==> src/rtl/chip8_fb_arbiter_if.sv <==
// chip8_fb_arbiter_if -- bus bundle between the framebuffer arbiter and its
// three neighbours: video scanout, CPU op port and the single-port
// framebuffer RAM.
//   vid_*  : pixel request (x 0..63, y 0..31) and registered pixel reply
//   cpu_*  : valid/ready op port (read, write, xor-write, clear) with done pulse
//   mem_*  : 256-byte RAM port, byte = row*8 + x/8, MSB = leftmost pixel
// Modports: slave = arbiter side, master = environment (scanout/CPU/RAM).
interface chip8_fb_arbiter_if;
  logic       vid_req_in;
  logic [5:0] vid_x_in;
  logic [4:0] vid_y_in;
  logic       vid_pixel_out;
  logic       vid_valid_out;

  logic       cpu_valid_in;
  logic       cpu_ready_out;
  logic [1:0] cpu_op_in;
  logic [7:0] cpu_addr_in;
  logic [7:0] cpu_wdata_in;
  logic [7:0] cpu_rdata_out;
  logic       cpu_done_out;
  logic       cpu_collision_out;

  logic [7:0] mem_addr_out;
  logic       mem_we_out;
  logic [7:0] mem_wdata_out;
  logic [7:0] mem_rdata_in;

  modport slave (
    input  vid_req_in, vid_x_in, vid_y_in,
    input  cpu_valid_in, cpu_op_in, cpu_addr_in, cpu_wdata_in,
    input  mem_rdata_in,
    output vid_pixel_out, vid_valid_out,
    output cpu_ready_out, cpu_rdata_out, cpu_done_out, cpu_collision_out,
    output mem_addr_out, mem_we_out, mem_wdata_out
  );

  modport master (
    output vid_req_in, vid_x_in, vid_y_in,
    output cpu_valid_in, cpu_op_in, cpu_addr_in, cpu_wdata_in,
    output mem_rdata_in,
    input  vid_pixel_out, vid_valid_out,
    input  cpu_ready_out, cpu_rdata_out, cpu_done_out, cpu_collision_out,
    input  mem_addr_out, mem_we_out, mem_wdata_out
  );
endinterface

==> src/rtl/chip8_fb_arbiter.sv <==
// chip8_fb_arbiter -- shares one single-port framebuffer RAM between video
// scanout and the CPU.
//   clk_in   : clock, all state on rising edge
//   rst_n_in : asynchronous active-low reset
//   bus      : chip8_fb_arbiter_if.slave (video, CPU op and RAM ports)
// Parameter READ_LAT (1..3): RAM read latency; an address presented in
// cycle c returns data on mem_rdata_in in cycle c+READ_LAT.
// Build option: define FB_CLEAR_ENGINE_EN to include the hardware clear
// engine (op 11); otherwise op 11 is a no-op that completes next cycle.
// Video is served from a one-byte cache whose tag is the RAM byte address;
// any write that lands on the cached byte updates it in the same cycle, so
// a hit always reflects RAM contents.
module chip8_fb_arbiter #(
  parameter int READ_LAT = 2
) (
  input logic               clk_in,
  input logic               rst_n_in,
  chip8_fb_arbiter_if.slave bus
);
  localparam logic [1:0] OP_RD  = 2'b00;
  localparam logic [1:0] OP_WR  = 2'b01;
  localparam logic [1:0] OP_XOR = 2'b10;
  localparam logic [7:0] LAST_WAIT = 8'(READ_LAT);

  typedef enum logic [2:0] {
    IDLE, VID_RD, CPU_RD, CPU_WR
`ifdef FB_CLEAR_ENGINE_EN
    , CLEAR
`endif
  } state_t;

  state_t     state, nxt;
  logic [7:0] cnt;         // read wait count, or clear address
  logic [7:0] fill_addr;
  logic [1:0] op;
  logic [7:0] op_addr;
  logic [7:0] wr_data;     // write data; for xor becomes old^wdata
  logic       xor_coll;
  logic [7:0] cache_tag, cache_data;
  logic       cache_vld;
  logic       rdy_en;      // keeps ready low until first clock after reset
  logic [7:0] vid_addr;
  logic       hit, miss, ready, xfer;

  assign vid_addr = {bus.vid_y_in, bus.vid_x_in[5:3]};
  assign hit      = cache_vld && (cache_tag == vid_addr);
  assign miss     = bus.vid_req_in && !hit;
  // a miss seen in IDLE wins the port, so the CPU is held off that cycle
  assign ready    = rdy_en && (state == IDLE) && !miss;
  assign xfer     = ready && bus.cpu_valid_in;
  assign bus.cpu_ready_out = ready;

  always_ff @(posedge clk_in or negedge rst_n_in) begin
    if (!rst_n_in) state <= IDLE;
    else           state <= nxt;
  end

  always_comb begin
    nxt               = state;
    bus.mem_addr_out  = '0;
    bus.mem_we_out    = 1'b0;
    bus.mem_wdata_out = '0;
    case (state)
      IDLE: begin
        if (miss) nxt = VID_RD;
        else if (xfer) begin
          case (bus.cpu_op_in)
            OP_RD, OP_XOR: nxt = CPU_RD;
            OP_WR:         nxt = CPU_WR;
`ifdef FB_CLEAR_ENGINE_EN
            default:       nxt = CLEAR;
`else
            default:       nxt = IDLE;
`endif
          endcase
        end
      end
      VID_RD: begin
        bus.mem_addr_out = fill_addr;
        if (cnt == LAST_WAIT) nxt = IDLE;
      end
      CPU_RD: begin
        bus.mem_addr_out = op_addr;
        if (cnt == LAST_WAIT) nxt = (op == OP_XOR) ? CPU_WR : IDLE;
      end
      CPU_WR: begin
        bus.mem_addr_out  = op_addr;
        bus.mem_we_out    = 1'b1;
        bus.mem_wdata_out = wr_data;
        nxt               = IDLE;
      end
`ifdef FB_CLEAR_ENGINE_EN
      CLEAR: begin
        bus.mem_addr_out = cnt;
        bus.mem_we_out   = 1'b1;
        if (cnt == 8'hFF) nxt = IDLE;
      end
`endif
      default: nxt = IDLE;
    endcase
  end

  always_ff @(posedge clk_in or negedge rst_n_in) begin
    if (!rst_n_in) begin
      cnt                   <= '0;
      fill_addr             <= '0;
      op                    <= '0;
      op_addr               <= '0;
      wr_data               <= '0;
      xor_coll              <= 1'b0;
      cache_tag             <= '0;
      cache_data            <= '0;
      cache_vld             <= 1'b0;
      rdy_en                <= 1'b0;
      bus.vid_pixel_out     <= 1'b0;
      bus.vid_valid_out     <= 1'b0;
      bus.cpu_rdata_out     <= '0;
      bus.cpu_done_out      <= 1'b0;
      bus.cpu_collision_out <= 1'b0;
    end else begin
      rdy_en                <= 1'b1;
      bus.cpu_done_out      <= 1'b0;
      bus.cpu_collision_out <= 1'b0;
      // hits are answered in every state; misses report invalid
      bus.vid_valid_out <= bus.vid_req_in && hit;
      bus.vid_pixel_out <= bus.vid_req_in && hit &&
                           cache_data[3'd7 - bus.vid_x_in[2:0]];
      case (state)
        IDLE: begin
          cnt <= '0;
          if (miss) fill_addr <= vid_addr;
          else if (xfer) begin
            op      <= bus.cpu_op_in;
            op_addr <= bus.cpu_addr_in;
            wr_data <= bus.cpu_wdata_in;
`ifndef FB_CLEAR_ENGINE_EN
            if (bus.cpu_op_in == 2'b11) bus.cpu_done_out <= 1'b1;
`endif
          end
        end
        VID_RD: begin
          cnt <= cnt + 8'd1;
          if (cnt == LAST_WAIT) begin
            cache_tag  <= fill_addr;
            cache_data <= bus.mem_rdata_in;
            cache_vld  <= 1'b1;
          end
        end
        CPU_RD: begin
          cnt <= cnt + 8'd1;
          if (cnt == LAST_WAIT) begin
            if (op == OP_RD) begin
              bus.cpu_rdata_out <= bus.mem_rdata_in;
              bus.cpu_done_out  <= 1'b1;
            end else begin
              wr_data  <= bus.mem_rdata_in ^ wr_data;
              xor_coll <= |(bus.mem_rdata_in & wr_data);
            end
          end
        end
        CPU_WR: begin
          bus.cpu_done_out      <= 1'b1;
          bus.cpu_collision_out <= (op == OP_XOR) && xor_coll;
          if (op_addr == cache_tag) cache_data <= wr_data;
        end
`ifdef FB_CLEAR_ENGINE_EN
        CLEAR: begin
          cnt <= cnt + 8'd1;
          if (cnt == cache_tag) cache_data <= '0;
          if (cnt == 8'hFF) bus.cpu_done_out <= 1'b1;
        end
`endif
        default: cnt <= '0;
      endcase
    end
  end
endmodule
==> src/flat_wrapper.sv <==
// flat-port wrapper written by rule: the top's interface ports become plain ports
module chip8_fb_arbiter_flat 
#(
  parameter int READ_LAT = 2
)
  (clk_in, rst_n_in, bus_vid_req_in, bus_vid_x_in, bus_vid_y_in, bus_cpu_valid_in, bus_cpu_op_in, bus_cpu_addr_in, bus_cpu_wdata_in, bus_mem_rdata_in, bus_vid_pixel_out, bus_vid_valid_out, bus_cpu_ready_out, bus_cpu_rdata_out, bus_cpu_done_out, bus_cpu_collision_out, bus_mem_addr_out, bus_mem_we_out, bus_mem_wdata_out);
  chip8_fb_arbiter_if bus_i ();
  input logic clk_in;
  input logic rst_n_in;
  input wire logic [$bits(bus_i.vid_req_in)-1:0] bus_vid_req_in;
  input wire logic [$bits(bus_i.vid_x_in)-1:0] bus_vid_x_in;
  input wire logic [$bits(bus_i.vid_y_in)-1:0] bus_vid_y_in;
  input wire logic [$bits(bus_i.cpu_valid_in)-1:0] bus_cpu_valid_in;
  input wire logic [$bits(bus_i.cpu_op_in)-1:0] bus_cpu_op_in;
  input wire logic [$bits(bus_i.cpu_addr_in)-1:0] bus_cpu_addr_in;
  input wire logic [$bits(bus_i.cpu_wdata_in)-1:0] bus_cpu_wdata_in;
  input wire logic [$bits(bus_i.mem_rdata_in)-1:0] bus_mem_rdata_in;
  output wire logic [$bits(bus_i.vid_pixel_out)-1:0] bus_vid_pixel_out;
  output wire logic [$bits(bus_i.vid_valid_out)-1:0] bus_vid_valid_out;
  output wire logic [$bits(bus_i.cpu_ready_out)-1:0] bus_cpu_ready_out;
  output wire logic [$bits(bus_i.cpu_rdata_out)-1:0] bus_cpu_rdata_out;
  output wire logic [$bits(bus_i.cpu_done_out)-1:0] bus_cpu_done_out;
  output wire logic [$bits(bus_i.cpu_collision_out)-1:0] bus_cpu_collision_out;
  output wire logic [$bits(bus_i.mem_addr_out)-1:0] bus_mem_addr_out;
  output wire logic [$bits(bus_i.mem_we_out)-1:0] bus_mem_we_out;
  output wire logic [$bits(bus_i.mem_wdata_out)-1:0] bus_mem_wdata_out;
  assign bus_i.vid_req_in = bus_vid_req_in;
  assign bus_i.vid_x_in = bus_vid_x_in;
  assign bus_i.vid_y_in = bus_vid_y_in;
  assign bus_i.cpu_valid_in = bus_cpu_valid_in;
  assign bus_i.cpu_op_in = bus_cpu_op_in;
  assign bus_i.cpu_addr_in = bus_cpu_addr_in;
  assign bus_i.cpu_wdata_in = bus_cpu_wdata_in;
  assign bus_i.mem_rdata_in = bus_mem_rdata_in;
  assign bus_vid_pixel_out = bus_i.vid_pixel_out;
  assign bus_vid_valid_out = bus_i.vid_valid_out;
  assign bus_cpu_ready_out = bus_i.cpu_ready_out;
  assign bus_cpu_rdata_out = bus_i.cpu_rdata_out;
  assign bus_cpu_done_out = bus_i.cpu_done_out;
  assign bus_cpu_collision_out = bus_i.cpu_collision_out;
  assign bus_mem_addr_out = bus_i.mem_addr_out;
  assign bus_mem_we_out = bus_i.mem_we_out;
  assign bus_mem_wdata_out = bus_i.mem_wdata_out;
  chip8_fb_arbiter #(.READ_LAT(READ_LAT)) u_core (.clk_in(clk_in), .rst_n_in(rst_n_in), .bus(bus_i));
endmodule
==> config.mk <==
export PLATFORM = sky130hd
export DESIGN_NAME = chip8_fb_arbiter_flat
export DESIGN_NICKNAME = d
export VERILOG_FILES = /design/src/rtl/chip8_fb_arbiter_if.sv /design/src/rtl/chip8_fb_arbiter.sv /design/src/flat_wrapper.sv
export SDC_FILE = /design/constraint.sdc
export NUM_CORES = 1
export LEC_CHECK = 0
export ABC_AREA = 1
export BUFFER_PORTS_ARGS = -buffer_cell sky130_fd_sc_hd__buf_4
export CORE_ASPECT_RATIO = 1.1
export CORE_UTILIZATION = 45
export DETAILED_ROUTE_END_ITERATION = 16
export PLACE_DENSITY = 0.8
export SYNTH_ARGS = -nofsm -noshare
export SYNTH_HDL_FRONTEND = slang
export SYNTH_SLANG_ARGS = --single-unit
==> constraint.sdc <==
create_clock -name clk_in -period 1.4 [get_ports clk_in]
set_input_delay 0.14 -clock clk_in [delete_from_list [all_inputs] [get_ports clk_in]]
set_output_delay 0.14 -clock clk_in [all_outputs]
set_load 0.005 [all_outputs]
==> impl_metrics.py <==
metrics = {
    "finish": {
        "diodes": 0,
        "nFillCells": 402,
        "synthToLayoutAreaGrowth_pct": 75.9,
        "register_area_um2": 1680,
        "final_cell_mix": "137 x buf_4, 91 x nand2_1, 66 x dfrtp_1",
        "final_nets": 704,
        "drive_gt1_share_pct": 60.3,
        "utilization_pct": 81.5,
        "final_common_cell": "buf_4",
        "multiInputGateArea_um2": 2550,
        "fin_cells": 761,
    },
    "floorplanning": {
        "ios": 71,
        "die_h_um": 96.6,
        "rows": 34,
        "die_w_um": 88.0,
        "initial_core_util_pct": 46.3,
        "die_area_um2": 8510,
        "core_um2": 7910,
    },
    "sta": {
        "finalSetupTns_ns": -25.33,
        "rsz0062_at_grt": "yes",
        "skew_ns": 0.0172,
        "drv_slew": 0,
        "finalHoldViolCount": 0,
        "timing.fmax_mhz": 521,
        "fin_crit_sh_pct": 137,
        "period_minus_slack_ns": 1.92,
        "setup_viol": 82,
        "final.setup.worst_slack_ns": -0.519,
        "timing.hold.ws_ns": 0.00842,
    },
    "worst_setup_path": {
        "crit_path_start_kind": "register",
        "r2r_cells": 13,
        "worstPathArrival_ns": 2.18,
        "rr_startpoint": "u_core.cache_tag[6]",
        "crit_required_ns": 1.66,
        "r2r-end": "u_core.wr_data[4]",
        "crit_path_end_kind": "register",
        "path_class": "reg2reg",
        "critPathMaxFanout": 8,
        "r2r_slack_ns": -0.52,
    },
    "detailed_routing": {
        "vias_per_cell": 5.81,
        "drt-total-wl_mm": 16.3,
        "drc_errors": 0,
        "vias": 4419,
        "drt_iter0_markers": 429,
        "antenna_left": 0,
        "dr.pass1.iters": 6,
        "wl_per_cell_um": 21.4,
    },
    "cts": {
        "path_clk_slew_ns": 0.09,
        "h-tree-depth": 3,
        "clockRootBuffer": "clkbuf_8",
        "clock_latency_ns": 0.38,
        "clock_sinks": 67,
        "cts_tree": "built",
        "cts.path.max_buffers": 2,
        "cts_made_buffers": 9,
    },
    "power": {
        "power.leakage_nw": 3.27,
        "pwr-share-clk_pct": 13.8,
        "p_int_mw": 6.98,
        "switching_power_mw": 5.69,
        "combPwrFrac_pct": 58.2,
        "p_sw_share_pct": 44.9,
        "power_density_nw_per_um2": 1970,
        "ir_worst_vdd_mv": 1.22,
        "seqPwrFrac_pct": 28.0,
    },
    "worst_hold_path": {
        "hold-path-endpoint": "u_core.op_addr[6]",
        "hold_depth": 3,
        "hold_path.startpoint": "bus_cpu_addr_in[6]",
        "hold_class": "in2reg",
    },
    "yosys": {
        "avgSynthCellArea_um2": 8.02,
        "netlist_area_um2": 3660,
        "syn_nets": 513,
        "yosys_warnings": 0,
        "yosysSeqAreaShare_pct": 45.7,
        "ys_seq_elements": 67,
        "ys_types": 39,
        "synthCells": 457,
    },
    "run": {
        "cap_violations": 0,
    },
    "placed_design": {
        "dp.cells": 692,
        "gp_congestion": 0.880,
        "portBuffers": 70,
        "dp_hpwl_mm": 7.59,
        "dp_slack_ns": -0.250,
    },
    "global_route": {
        "overflow": 0,
        "grt_first_pass_wirelength_mm": 21.4,
        "grt_pass1_vias": 4310,
        "grt_antenna_before_repair": 0,
        "grt_max_degree": 68,
        "grt_use_total_pct": 33.5,
    },
    "run_status": {
        "violations": "negative setup slack",
        "status": "finished, violations left",
    },
}
power groups by stage:
| stage | Clock, mW | Sequential, mW | Combinational [mW] |
|---|---|---|---|
| 2_1_floorplan | 0 | 3.17 | 2.59 |
| 3_3_place_gp | 0 | 3.24 | 4.32 |
| 3_5_place_dp | 0 | 3.27 | 4.50 |
| 4_1_cts | 1.70 | 3.29 | 5.56 |
| 5_1_grt | 1.82 | 3.59 | 7.78 |
| 6_report | 1.75 | 3.55 | 7.37 |
registers in the layout (all words and copies together), names as in the netlist, 2 cells and up:
signal	flops
u_core.bus.cpu_rdata_out	8
u_core.cache_data	8
u_core.cache_tag	8
u_core.cnt	8
u_core.fill_addr	8
u_core.op_addr	8
u_core.wr_data	8
u_core.op	2
u_core.state	2
layout make-up:
| type | instances | area share (%) |
|---|---|---|
| multi-input combinational | 330 | 39.6 |
| sequential | 67 | 26.0 |
| timing repair buffer | 190 | 25.8 |
| inverter | 50 | 3.30 |
| clock buffer | 10 | 2.14 |
| tap | 108 | 2.10 |
| clock inverter | 6 | 1.01 |
worst max-delay path, cell delays in order (launching register included):
cell	delay, ns
dfrtp_1	0.44
inv_1	0.08
nand2_1	0.06
nand2_2	0.09
nand2_2	0.10
nor2_4	0.15
nand3_4	0.12
buf_6	0.14
nand2_4	0.06
nand3_4	0.13
nand2_4	0.15
nand2_8	0.10
nand2_1	0.10
nand2_1	0.07
Yosys cell counts (all sizes together):
| cell type | instances | share of area, % |
|---|---|---|
| nand2 | 158 | 17 |
| dfrtp | 67 | 46 |
| inv | 48 | 4.9 |
| nand3 | 33 | 5.2 |
| a21oi | 30 | 4.7 |
| o21ai | 26 | 3.7 |
| nor2 | 23 | 2.6 |
| ha | 15 | 5.1 |
| mux2 | 12 | 3.7 |
| buf | 6 | 1.1 |
| clkbuf | 6 | 0.61 |
| nor3 | 6 | 0.82 |
| or2 | 5 | 0.85 |
| nor4 | 4 | 0.68 |
| xor2 | 4 | 0.96 |
| and3 | 2 | 0.34 |
| clkinv | 2 | 0.20 |
| nand4 | 2 | 0.34 |
| a32o | 1 | 0.27 |
| a32oi | 1 | 0.24 |
| conb | 1 | 0.10 |
| nor3b | 1 | 0.20 |
| o211ai | 1 | 0.20 |
| o22ai | 1 | 0.17 |
| o31ai | 1 | 0.20 |
| xnor2 | 1 | 0.24 |
kinds of logic after synthesis:
family | after synthesis | synth area share, %
AOI/OAI and AO/OA | 61 | 9.46
xor gates and xnor gates | 5 | 1.19
adders and majority gates | 15 | 5.12
buffers and inverters | 62 | 6.83
DFF | 67 | 45.7
muxes | 12 | 3.69
other | 1 | 0.102
and+or+nand+nor | 234 | 27.9
routing by layer:
metal  up-vias  GRT usage (%)  wire [um]
li1       1867              -          -
met1      2133           38.0       5570
met2       291           57.3       8080
met3       128           7.68       1190
met4         0           18.1       1420
met5         -              0          0
worst max-delay path by stage:
stage	from	to	cells past startpoint
2_1_floorplan	u_core.state[0]	u_core.cnt[7]	9
3_3_place_gp	u_core.cache_tag[4]	u_core.cache_data[2]	8
3_5_place_dp	u_core.cache_tag[4]	u_core.cache_data[1]	8
4_1_cts	u_core.cache_tag[3]	bus_cpu_ready_out	9
5_1_grt	u_core.cache_tag[6]	u_core.wr_data[4]	13
6_report	u_core.cache_tag[6]	u_core.wr_data[4]	13
stage by stage:
| stage | instance area, um^2 | total power [mW] |
|---|---|---|
| after global routing | 6440 | 13.2 |
| after CTS | 5820 | 10.6 |
| after global placement | 4900 | 7.56 |
| final | 6440 | 12.7 |
| after floorplan | 3780 | 5.76 |
| after detailed placement | 4900 | 7.78 |
repair_timing:
action,CTS,global route
setup buffers,40,24
hold endpoints to repair,67,0
endpoints found under the setup margin,77,83
hold buffers,1,0
gates resized for setup,129,138
pin swaps,37,45
gates cloned,2,0
(Power assumes the default switching activity.)
